**config.mk**
```make
export PLATFORM = sky130hd
export DESIGN_NAME = instruction_fetch_unit_flat
export DESIGN_NICKNAME = d
export VERILOG_FILES = /design/src/rtl/instruction_fetch_unit_pkg.sv /design/src/rtl/instruction_fetch_unit_if.sv /design/src/rtl/instruction_fetch_unit_sat_counter.sv /design/src/rtl/instruction_fetch_unit.sv /design/src/flat_wrapper.sv
export SDC_FILE = /design/constraint.sdc
export NUM_CORES = 1
export LEC_CHECK = 0
export ABC_CLOCK_PERIOD_IN_PS = 2700
export BUFFER_PORTS_ARGS = -buffer_cell sky130_fd_sc_hd__buf_4
export CAP_MARGIN = 20
export CORE_ASPECT_RATIO = 1.1
export CORE_MARGIN = 2
export CORE_UTILIZATION = 49
export DETAILED_ROUTE_END_ITERATION = 6
export GPL_ROUTABILITY_DRIVEN = 0
export PLACE_DENSITY = 0.88
export SYNTH_ARGS = -nofsm -noshare
export SYNTH_HDL_FRONTEND = slang
export SYNTH_SLANG_ARGS = --single-unit
```
**constraint.sdc**
```tcl
create_clock -name clk -period 2.7 [get_ports clk]
set_input_delay 0.27 -clock clk [delete_from_list [all_inputs] [get_ports clk]]
set_output_delay 0.27 -clock clk [all_outputs]
set_load 0.01 [all_outputs]
```
**src/rtl/instruction_fetch_unit_pkg.sv**
```systemverilog
// Shared fetch constants and helpers used by fetch, decode and instruction memory.
// Pure definitions: no latency, no flow control.
package legv8_fetch_pkg;
    localparam int unsigned    INSTR_W          = 32;
    localparam int unsigned    INSTR_BYTES      = 4;
    localparam int unsigned    WORD_ADDR_SHIFT  = 2;
    localparam logic [31:0]    DEFAULT_RESET_PC = 32'h0000_0000;

    typedef logic [INSTR_W-1:0] instr_t;

    function automatic logic [31:0] word_addr(input logic [31:0] byte_addr);
        return byte_addr >> WORD_ADDR_SHIFT;
    endfunction
endpackage

```
**src/rtl/instruction_fetch_unit_if.sv**
```systemverilog
// Fetch-stage bus: instruction memory port on one side, decode port on the other.
// master = fetch unit, slave = memory/decode environment.
interface instruction_fetch_unit_if #(
    parameter int unsigned COUNT_W = 16
);
    import legv8_fetch_pkg::*;

    logic [31:0]        imem_address;
    instr_t             imem_instruction;
    logic               id_stall;
    logic               branch_taken;
    logic [31:0]        branch_target;
    instr_t             if_instruction;
    logic [31:0]        if_pc;
    logic               if_valid;
    logic [COUNT_W-1:0] fetch_count;

    modport master (
        output imem_address, if_instruction, if_pc, if_valid, fetch_count,
        input  imem_instruction, id_stall, branch_taken, branch_target
    );

    modport slave (
        input  imem_address, if_instruction, if_pc, if_valid, fetch_count,
        output imem_instruction, id_stall, branch_taken, branch_target
    );
endinterface

```
**src/rtl/instruction_fetch_unit_sat_counter.sv**
```systemverilog
// Saturating up-counter with synchronous active-low clear.
// Increments on the edge after en=1; holds at all-ones.
module sat_counter #(
    parameter int unsigned WIDTH = 16
) (
    input  logic             clk,
    input  logic             clr_n,
    input  logic             en,
    output logic [WIDTH-1:0] count
);
    localparam logic [WIDTH-1:0] MAX = '1;

    always_ff @(posedge clk) begin
        if (!clr_n) begin
            count <= '0;
        end else if (en && (count != MAX)) begin
            count <= count + 1'b1;
        end
    end
endmodule

```
**src/rtl/instruction_fetch_unit.sv**
```systemverilog
// PC generation and fetch control; instruction visible to decode 1 cycle after its address.
// id_stall re-presents the held PC so memory data stays stable; branch_taken overrides stall.
module instruction_fetch_unit
    import legv8_fetch_pkg::*;
#(
    parameter logic [31:0] RESET_PC = DEFAULT_RESET_PC,
    parameter int unsigned PC_STEP  = INSTR_BYTES,
    parameter int unsigned COUNT_W  = 16
) (
    input  logic                      clk,
    input  logic                      reset_n,
    instruction_fetch_unit_if.master  bus
);
    localparam logic [31:0] RESET_PC_ALIGNED = RESET_PC & ~32'h3;

    logic [31:0] fetch_pc;
    logic [31:0] resp_pc;
    logic        resp_valid;
    logic        count_en;

    // A stalled cycle re-reads the word decode is holding so the synchronous read stays put.
    always_comb begin
        if (!reset_n) begin
            bus.imem_address = word_addr(RESET_PC_ALIGNED);
        end else if (bus.id_stall && !bus.branch_taken) begin
            bus.imem_address = word_addr(resp_pc);
        end else begin
            bus.imem_address = word_addr(fetch_pc);
        end
    end

    always_ff @(posedge clk) begin
        if (!reset_n) begin
            fetch_pc   <= RESET_PC_ALIGNED;
            resp_pc    <= '0;
            resp_valid <= 1'b0;
        end else if (bus.branch_taken) begin
            fetch_pc   <= bus.branch_target & ~32'h3;
            resp_valid <= 1'b0;
        end else if (!bus.id_stall) begin
            resp_pc    <= fetch_pc;
            resp_valid <= 1'b1;
            fetch_pc   <= fetch_pc + 32'(PC_STEP);
        end
    end

    assign bus.if_pc          = resp_pc;
    assign bus.if_valid       = resp_valid;
    assign bus.if_instruction = bus.imem_instruction;

    assign count_en = resp_valid && !bus.id_stall && !bus.branch_taken;

    sat_counter #(
        .WIDTH (COUNT_W)
    ) u_fetch_count (
        .clk   (clk),
        .clr_n (reset_n),
        .en    (count_en),
        .count (bus.fetch_count)
    );
endmodule

```
**src/flat_wrapper.sv**
```systemverilog
// flat-port wrapper written by rule: the top's interface ports become plain ports
module instruction_fetch_unit_flat import legv8_fetch_pkg::*;
#(
    parameter logic [31:0] RESET_PC = DEFAULT_RESET_PC,
    parameter int unsigned PC_STEP  = INSTR_BYTES,
    parameter int unsigned COUNT_W  = 16
)
  (clk, reset_n, bus_imem_address, bus_if_instruction, bus_if_pc, bus_if_valid, bus_fetch_count, bus_imem_instruction, bus_id_stall, bus_branch_taken, bus_branch_target);
  instruction_fetch_unit_if #(.COUNT_W(COUNT_W)) bus_i ();
  input  logic clk;
  input  logic reset_n;
  output wire logic [$bits(bus_i.imem_address)-1:0] bus_imem_address;
  output wire logic [$bits(bus_i.if_instruction)-1:0] bus_if_instruction;
  output wire logic [$bits(bus_i.if_pc)-1:0] bus_if_pc;
  output wire logic [$bits(bus_i.if_valid)-1:0] bus_if_valid;
  output wire logic [$bits(bus_i.fetch_count)-1:0] bus_fetch_count;
  input wire logic [$bits(bus_i.imem_instruction)-1:0] bus_imem_instruction;
  input wire logic [$bits(bus_i.id_stall)-1:0] bus_id_stall;
  input wire logic [$bits(bus_i.branch_taken)-1:0] bus_branch_taken;
  input wire logic [$bits(bus_i.branch_target)-1:0] bus_branch_target;
  assign bus_imem_address = bus_i.imem_address;
  assign bus_if_instruction = bus_i.if_instruction;
  assign bus_if_pc = bus_i.if_pc;
  assign bus_if_valid = bus_i.if_valid;
  assign bus_fetch_count = bus_i.fetch_count;
  assign bus_i.imem_instruction = bus_imem_instruction;
  assign bus_i.id_stall = bus_id_stall;
  assign bus_i.branch_taken = bus_branch_taken;
  assign bus_i.branch_target = bus_branch_target;
  instruction_fetch_unit #(.RESET_PC(RESET_PC), .PC_STEP(PC_STEP), .COUNT_W(COUNT_W)) u_core (.clk(clk), .reset_n(reset_n), .bus(bus_i));
endmodule
```
# == Yosys cells after proc, flatten, opt, wreduce, memory -nomap -nowiden ==
# Cells that the tools add are included.
# classes
reduce_logical,8
n_addsub,2
muxes,4
n_eq_ne,2
bitwise_logic,3
# ops
op,count
$mux W32,2
$mux W30,2
$add A32 B3 Y32 const B,1
$add A16 B1 Y16 const B,1
$ne A16 B16 Y1 const B,1
$logic_and A1 B1 Y1,4
$not A1 Y1,3
$logic_not A1 Y1,2
$ne A2 B1 Y1 const B,1
$reduce_and A2 Y1,1
$reduce_or A2 Y1,1
# totals
word_cells,24
input_bits,68
output_inout_bits,113
reg_bits,81

# == Depth between registers and ports, before layout ==
# Gate-level depths: netlist of run 1.
# logic_depth
ltp_word,4
ltp_mapped,6
mapped_depth_nobuf,5

# == Cells and area by module ==
# A second synthesis of run 1 with hierarchy kept.
# hier_totals
cells_unflattened,582
area_unflattened_um2,4311.6
# by_module_without_submodules
mod,area_per_inst_um2,cells_each,seq_area_each_um2,n_inst
instruction_fetch_unit,3474.6,485,1221.2,1
sat_counter,837.1,97,320.3,1

# == Worst setup path before layout of run 1 ==
# Ideal clock, no wire load.
# synth_timing
path_type,flip-flop to flip-flop
from,reg u_core.fetch_pc[8]
to,reg u_core.fetch_pc[27]
synth_period_minus_slack_ns,1.906
setup_slack_ns,0.794
path_buffers,1
t_arrival_ns,1.815
setup_time_ns,0.091
path_stages_with_launch,6
required_ns,2.609
path_cell_list,dfxtp_1 > clkbuf_4 > nand3_4 > or4_4 > or4_1 > a311oi_1
# synth_via
elab_chain_len,3
# synth_rtl
item,line,source
"start, declared",instruction_fetch_unit.sv:16,logic [31:0] fetch_pc;
"start signal, assigned",instruction_fetch_unit.sv:38,fetch_pc <= bus.branch_target & ~32'h3;
"start signal, assigned",instruction_fetch_unit.sv:43,fetch_pc <= fetch_pc + 32'(PC_STEP);
$add A32 B3 Y32,instruction_fetch_unit.sv:43,
$mux W32,instruction_fetch_unit.sv:40,end else if (!bus.id_stall) begin
$mux W32,instruction_fetch_unit.sv:37,end else if (bus.branch_taken) begin
# No other way between the ends. The select of a mux whose other input is x is not followed.
# A chain may end at the register's enable or synchronous reset.

# == Worst setup path after layout of run 1 ==
# layout_timing
from,reg u_core.fetch_pc[7]
to,reg u_core.fetch_pc[27]
# Same word-level chain as after synthesis.

==> impl_metrics.json, run 1 <==
{
  "run_status": "finished, final reports clean",
  "final_core_utilization_pct": 59.13,
  "dr_wl_met2_mm": 5.948,
  "placement_rows": 36,
  "dieHeight_um": 103.5,
  "cts_inserted_buffers": 9,
  "first_pass_iters": 5,
  "worstSetupPathType": "flop to flop",
  "max_slew_margin_pct": 44.49,
  "total_setup_violations_reported_at_the_end_of_the_flow": 0,
  "synth_seq_cells": 77,
  "synth.largest_area_cell": "dfxtp_1",
  "drv.max_cap_violation_count": 0,
  "layout.cells.most_common": "nand2_1",
  "rsz_0062_raised_after_global_routing": "false",
  "min_delay_startpoint": "bus_branch_target[6]",
  "logic_depth_of_the_worst_register_to_register_path": 4,
  "port-buffer-count": 110,
  "top_layer": "met4",
  "via_count": 4539,
  "sum_of_routed_wire_length_over_all_layers_mm": 11.98,
  "initial_utilization_pct": 50.20,
  "hold_viol": 0,
  "setup_tns_ns": 0,
  "yosys.cell_types.count": 55,
  "h-tree-depth": 3,
  "clkTransAtPathRegs_ns": 0.07,
  "netlist_top_cells_area": "dfxtp_1 (35%), nand2_1 (12%), a21oi_1 (9.1%)",
  "die-area_mm2": 0.009774,
  "post_syn_area_mm2": 0.004409,
  "place_area_mm2": 0.005035,
  "first_global_vias": 4024,
  "holdBufCountCts": 0,
  "num-nets-final": 720,
  "synth_seq_area_share_pct": 34.96,
  "grt_start_max_net_pins": 60,
  "io_count": 181,
  "cts-resized-gates": 0,
  "tightest_slew_ns": 0.8258,
  "stdcell_area_mm2": 0.005194,
  "vias_per_cell": 5.910,
  "worst_setup_path_startpoint": "u_core.fetch_pc[7]",
  "power_density_of_the_placed_cells_mw_per_mm2": 446.7,
  "number_of_filler_instances_in_the_final_layout": 800,
  "cts_max_path_buffers": 2,
  "root_buffer_selected_by_cts": "clkbuf_8",
  "worstSkewPairLatency_ns": 0.35,
  "rr_startpoint": "u_core.fetch_pc[7]",
  "met1Wirelength_mm": 4.880,
  "area_growth_syn_to_layout_pct": 17.79,
  "tritoncts": "yes",
  "final.hold.worst_slack_ns": 0.1703,
  "finalClockSkew_ns": 0.01188,
  "cts_sinks": 77,
  "synthesis.yosys.warnings": 0,
  "diode_count": 0,
  "final.min_clock_period_ns": 2.146,
  "timing.final.crit_share_pct": 79.48,
  "drc_violations": 0,
  "detailroute.wirelength.met3_um": 899,
  "synthDominantCellAreaShare_pct": 34.96,
  "postSynthAreaPerCell_um2": 7.423,
  "synth-async-reset-ratio_pct": 0,
  "mostFrequentLayoutCells": "nand2_1 (143), buf_4 (117), a21oi_1 (80)",
  "crit_required_ns": 2.96,
  "syn-instance-count": 594,
  "grt_overflow_total": 0,
  "critical_path.max_fanout": 12,
  "min_delay_path_depth": 3,
  "fmax_mhz": 466.0,
  "postSynth.topFlopCell": "dfxtp_1",
  "timing.hold.worst.class": "primary input to flop",
  "endpoint_kind": "flop",
  "leakagePower_nw": 1.893,
  "chipWidth_um": 94.45,
  "arrival_ns": 2.41,
  "core_area_mm2": 0.008783,
  "grt_first_pass_wirelength_mm": 18.72,
  "final_max_slew_viol_count": 0,
  "wire_per_inst_um": 15.59,
  "dr.first_iter.drc_count": 315,
  "detail-route-antenna-nets": 0,
  "setup.worst_path.start_class": "flop",
  "drive_gt1_share_pct": 22.02,
  "synth-edff-count": 0,
  "globalRouteTotalUtil_pct": 23.93,
  "initial_antenna_violation_count": 0,
  "vdd_ir_drop_max_mv": 0.2043,
  "cts_setup_buffers": 0,
  "place.detailed.hpwl_mm": 8.432
}
## metal layers
layer	vias to the layer above	global-route usage [%]
met2	213	39.23
li1	2182	-
met5	-	0
met4	0	11.82
met3	29	6.014
met1	2115	29.46
## logic make-up after synthesis
| group | count (synthesis) | synth area share, % |
|---|---|---|
| AND/OR/NAND/NOR | 261 | 29.85 |
| AO/OA/AOI/OAI | 146 | 19.01 |
| buffers and inverters | 88 | 11.55 |
| flip-flops | 77 | 34.96 |
| XOR/XNOR | 12 | 2.384 |
| multiplexers | 7 | 1.589 |
| adder cells (fa/ha/maj) | 2 | 0.5674 |
| other | 1 | 0.08505 |
## state kept, by name, summed over array words and instances, names as in the netlist
register	flops
u_core.bus.if_pc	30
u_core.fetch_pc	30
u_core.u_fetch_count.count	16
u_core.bus.if_valid	1
## worst paths after layout
path	slack, ns	endpoint
max	0.55	u_core.fetch_pc[27]
min	0.17	u_core.fetch_pc[6]
min reg2reg	0.48	u_core.bus.if_pc[17]
max reg2reg	0.55	u_core.fetch_pc[27]
## cells in the mapped netlist (all sizes together), types with 10 or more instances
cell    count
nand3      21
buf        43
clkbuf     35
nor4       13
nand4      13
o31ai      13
a21oi      80
o21ai      27
or3        12
or4        14
inv        10
nor2       12
dfxtp      77
nand2     143
## where the power goes
group / internal [mW] / switching, mW
combinational: 0.144 / 0.173
clock: 0.352 / 0.396
sequential: 1.18 / 0.0736
## critical path: stages (launching register included)
cell      delay [ns]
dfxtp_1         0.51
nand3_4         0.17
or4_4           0.61
or4_1           0.52
a311oi_1        0.25
## metrics by stage
stage	worst slack [ns]	cells	power (mW)
3_5_place_dp	0.5703	753	1.594
2_1_floorplan	0.7943	597	1.501
5_1_grt	0.4362	768	2.423
3_3_place_gp	0.5963	753	1.584
4_1_cts	0.5615	768	2.332
6_report	0.5540	768	2.320
## layout make-up
type                    count  area (µm²)  share of cell area (%)
multi-input cells         432        2375                   45.72
clock buffers              13       148.9                   2.867
clock inverters             2       10.01                  0.1927
inverters                  10       37.54                  0.7227
repair buffers            120       938.4                   18.07
well taps                 114       142.6                   2.746
flip-flops and latches     77        1541                   29.68
Note: power is estimated with default switching activity, not from simulation.
==> run 2, diff against run 1 <==
--- a/config.mk
+++ b/config.mk
@@ -5,7 +5,7 @@
 export SDC_FILE = /design/constraint.sdc
 export NUM_CORES = 1
 export LEC_CHECK = 0
-export ABC_CLOCK_PERIOD_IN_PS = 2700
+export ABC_CLOCK_PERIOD_IN_PS = 2000
 export BUFFER_PORTS_ARGS = -buffer_cell sky130_fd_sc_hd__buf_4
 export CAP_MARGIN = 20
 export CORE_ASPECT_RATIO = 1.1
==> constraint.sdc (replaced) <==
create_clock -name clk -period 2 [get_ports clk]
set_input_delay 0.2 -clock clk [delete_from_list [all_inputs] [get_ports clk]]
set_output_delay 0.2 -clock clk [all_outputs]
set_load 0.01 [all_outputs]
==> impl_metrics.json, run 2 (same netlist as run 1, synthesis figures left out) <==
{
  "dp.cells": 782,
  "crit_family": "simple AND/OR/NAND/NOR gates",
  "grt_start_max_net_pins": 88,
  "final.min_clock_period_ns": 1.931,
  "clkTransAtPathRegs_ns": 0.08,
  "cts_setup_buffers": 0,
  "area_growth_syn_to_layout_pct": 22.76,
  "root_buffer_selected_by_cts": "clkbuf_8",
  "number_of_filler_instances_in_the_final_layout": 765,
  "logic_depth_of_the_worst_register_to_register_path": 5,
  "worstSkewPairLatency_ns": 0.34,
  "grt_overflow_total": 0,
  "final_max_slew_viol_count": 0,
  "cp.buffers_inverters": 1,
  "sum_of_routed_wire_length_over_all_layers_mm": 12.30,
  "chipWidth_um": 94.45,
  "vdd_ir_drop_max_mv": 0.4380,
  "crit_required_ns": 2.26,
  "grt_first_pass_wirelength_mm": 19.06,
  "initial_utilization_pct": 50.20,
  "via_count": 4642,
  "holdBufCountCts": 0,
  "min_delay_startpoint": "bus_branch_taken",
  "timing.hold.worst.class": "primary input to flop",
  "core_area_mm2": 0.008783,
  "dieHeight_um": 103.5,
  "diode_count": 0,
  "num-nets-final": 749,
  "critical_path.max_fanout": 9,
  "power_density_of_the_placed_cells_mw_per_mm2": 590.8,
  "tritoncts": "yes",
  "io_count": 181,
  "endpoint_kind": "flop",
  "vias_per_cell": 5.832,
  "mostFrequentLayoutCells": "buf_4 (147), nand2_1 (143), a21oi_1 (80)",
  "die-area_mm2": 0.009774,
  "drive_gt1_share_pct": 25.81,
  "timing.critical_path.cells": "nand4_4 > or4_4 > buf_4 > or4_1 > a31oi_1",
  "initial_antenna_violation_count": 0,
  "cpMaxStageDelayCell": "or4_4",
  "globalRouteTotalUtil_pct": 24.62,
  "setup.worst_path.start_class": "flop",
  "run_status": "finished, final reports clean",
  "cp_num_cells": 5,
  "h-tree-depth": 3,
  "worstSetupPathType": "flop to flop",
  "drv.max_cap_violation_count": 0,
  "max_stage_delay_ns": 0.52,
  "worst_setup_path_startpoint": "u_core.fetch_pc[13]",
  "cts-resized-gates": 0,
  "fmax_mhz": 517.9,
  "finalClockSkew_ns": 0.01129,
  "layout.cells.most_common": "buf_4",
  "first_pass_iters": 5,
  "first_global_vias": 4030,
  "arrival_ns": 2.19,
  "rr_startpoint": "u_core.fetch_pc[13]",
  "max_slew_margin_pct": 51.97,
  "placement_rows": 36,
  "leakagePower_nw": 2.038,
  "place.detailed.hpwl_mm": 8.712,
  "total_setup_violations_reported_at_the_end_of_the_flow": 0,
  "hold_viol": 0,
  "cts_inserted_buffers": 9,
  "cts_sinks": 77,
  "detail-route-antenna-nets": 0,
  "tightest_slew_ns": 0.7139,
  "port-buffer-count": 110,
  "min_delay_path_depth": 2,
  "wire_per_inst_um": 15.45,
  "cts_max_path_buffers": 2,
  "drc_violations": 0,
  "timing.final.crit_share_pct": 96.54,
  "layoutNonFillerInstCount": 796,
  "report.power.total_mw": 3.198,
  "dr.first_iter.drc_count": 264
}
==> run 2: area by class of cell <==
| cell class | count | area, µm² | share of cell area (%) |
|---|---|---|---|
| inverter | 10 | 37.54 | 0.6935 |
| clock inverter | 2 | 10.01 | 0.1849 |
| multi-input combinational | 432 | 2381 | 43.99 |
| sequential | 77 | 1543 | 28.50 |
| tap | 114 | 142.6 | 2.635 |
| clock buffer | 12 | 155.1 | 2.866 |
| timing repair buffer | 149 | 1144 | 21.13 |
==> run 2: power by group <==
group	internal [mW]	switching (mW)	total [mW]	leakage, nW
logic	0.225	0.275	0.500	1.32
clock network	0.502	0.534	1.04	0.0881
registers	1.59	0.0669	1.66	0.630
total	2.32	0.876	3.20	2.04
==> run 2: per-stage QoR <==
step | TNS [ns] | hold WS, ns | utilization [%] | worst slack [ns] | cell area [µm²]
finish | 0 | 0.07451 | 61.62 | 0.06921 | 5413
detailed placement | 0 | 0.4001 | 59.66 | 0.07378 | 5240
CTS | 0 | 0.04871 | 61.54 | 0.05330 | 5405
global route | -0.009903 | 0.05110 | 61.62 | -0.009903 | 5413
floorplan | 0 | 0.3427 | - | 0.09428 | 4420
global placement | 0 | 0.4001 | 59.66 | 0.1217 | 5240
==> run 2: worst paths after layout <==
| kind | end | slack [ns] |
|---|---|---|
| max | u_core.fetch_pc[19] | 0.07 |
| min | u_core.bus.if_valid | 0.07 |
| max reg2reg | u_core.fetch_pc[19] | 0.07 |
| min reg2reg | u_core.bus.if_pc[27] | 0.47 |
==> run 2: routing by layer <==
metal  part of all wire [%]  GRT usage, %  vias to the layer above
li1                       -             -                     2236
met1                     41         30.64                     2181
met2                     50         41.10                      204
met3                    7.2         6.159                       21
met4                    2.0         9.922                        0
met5                      0             0                        -
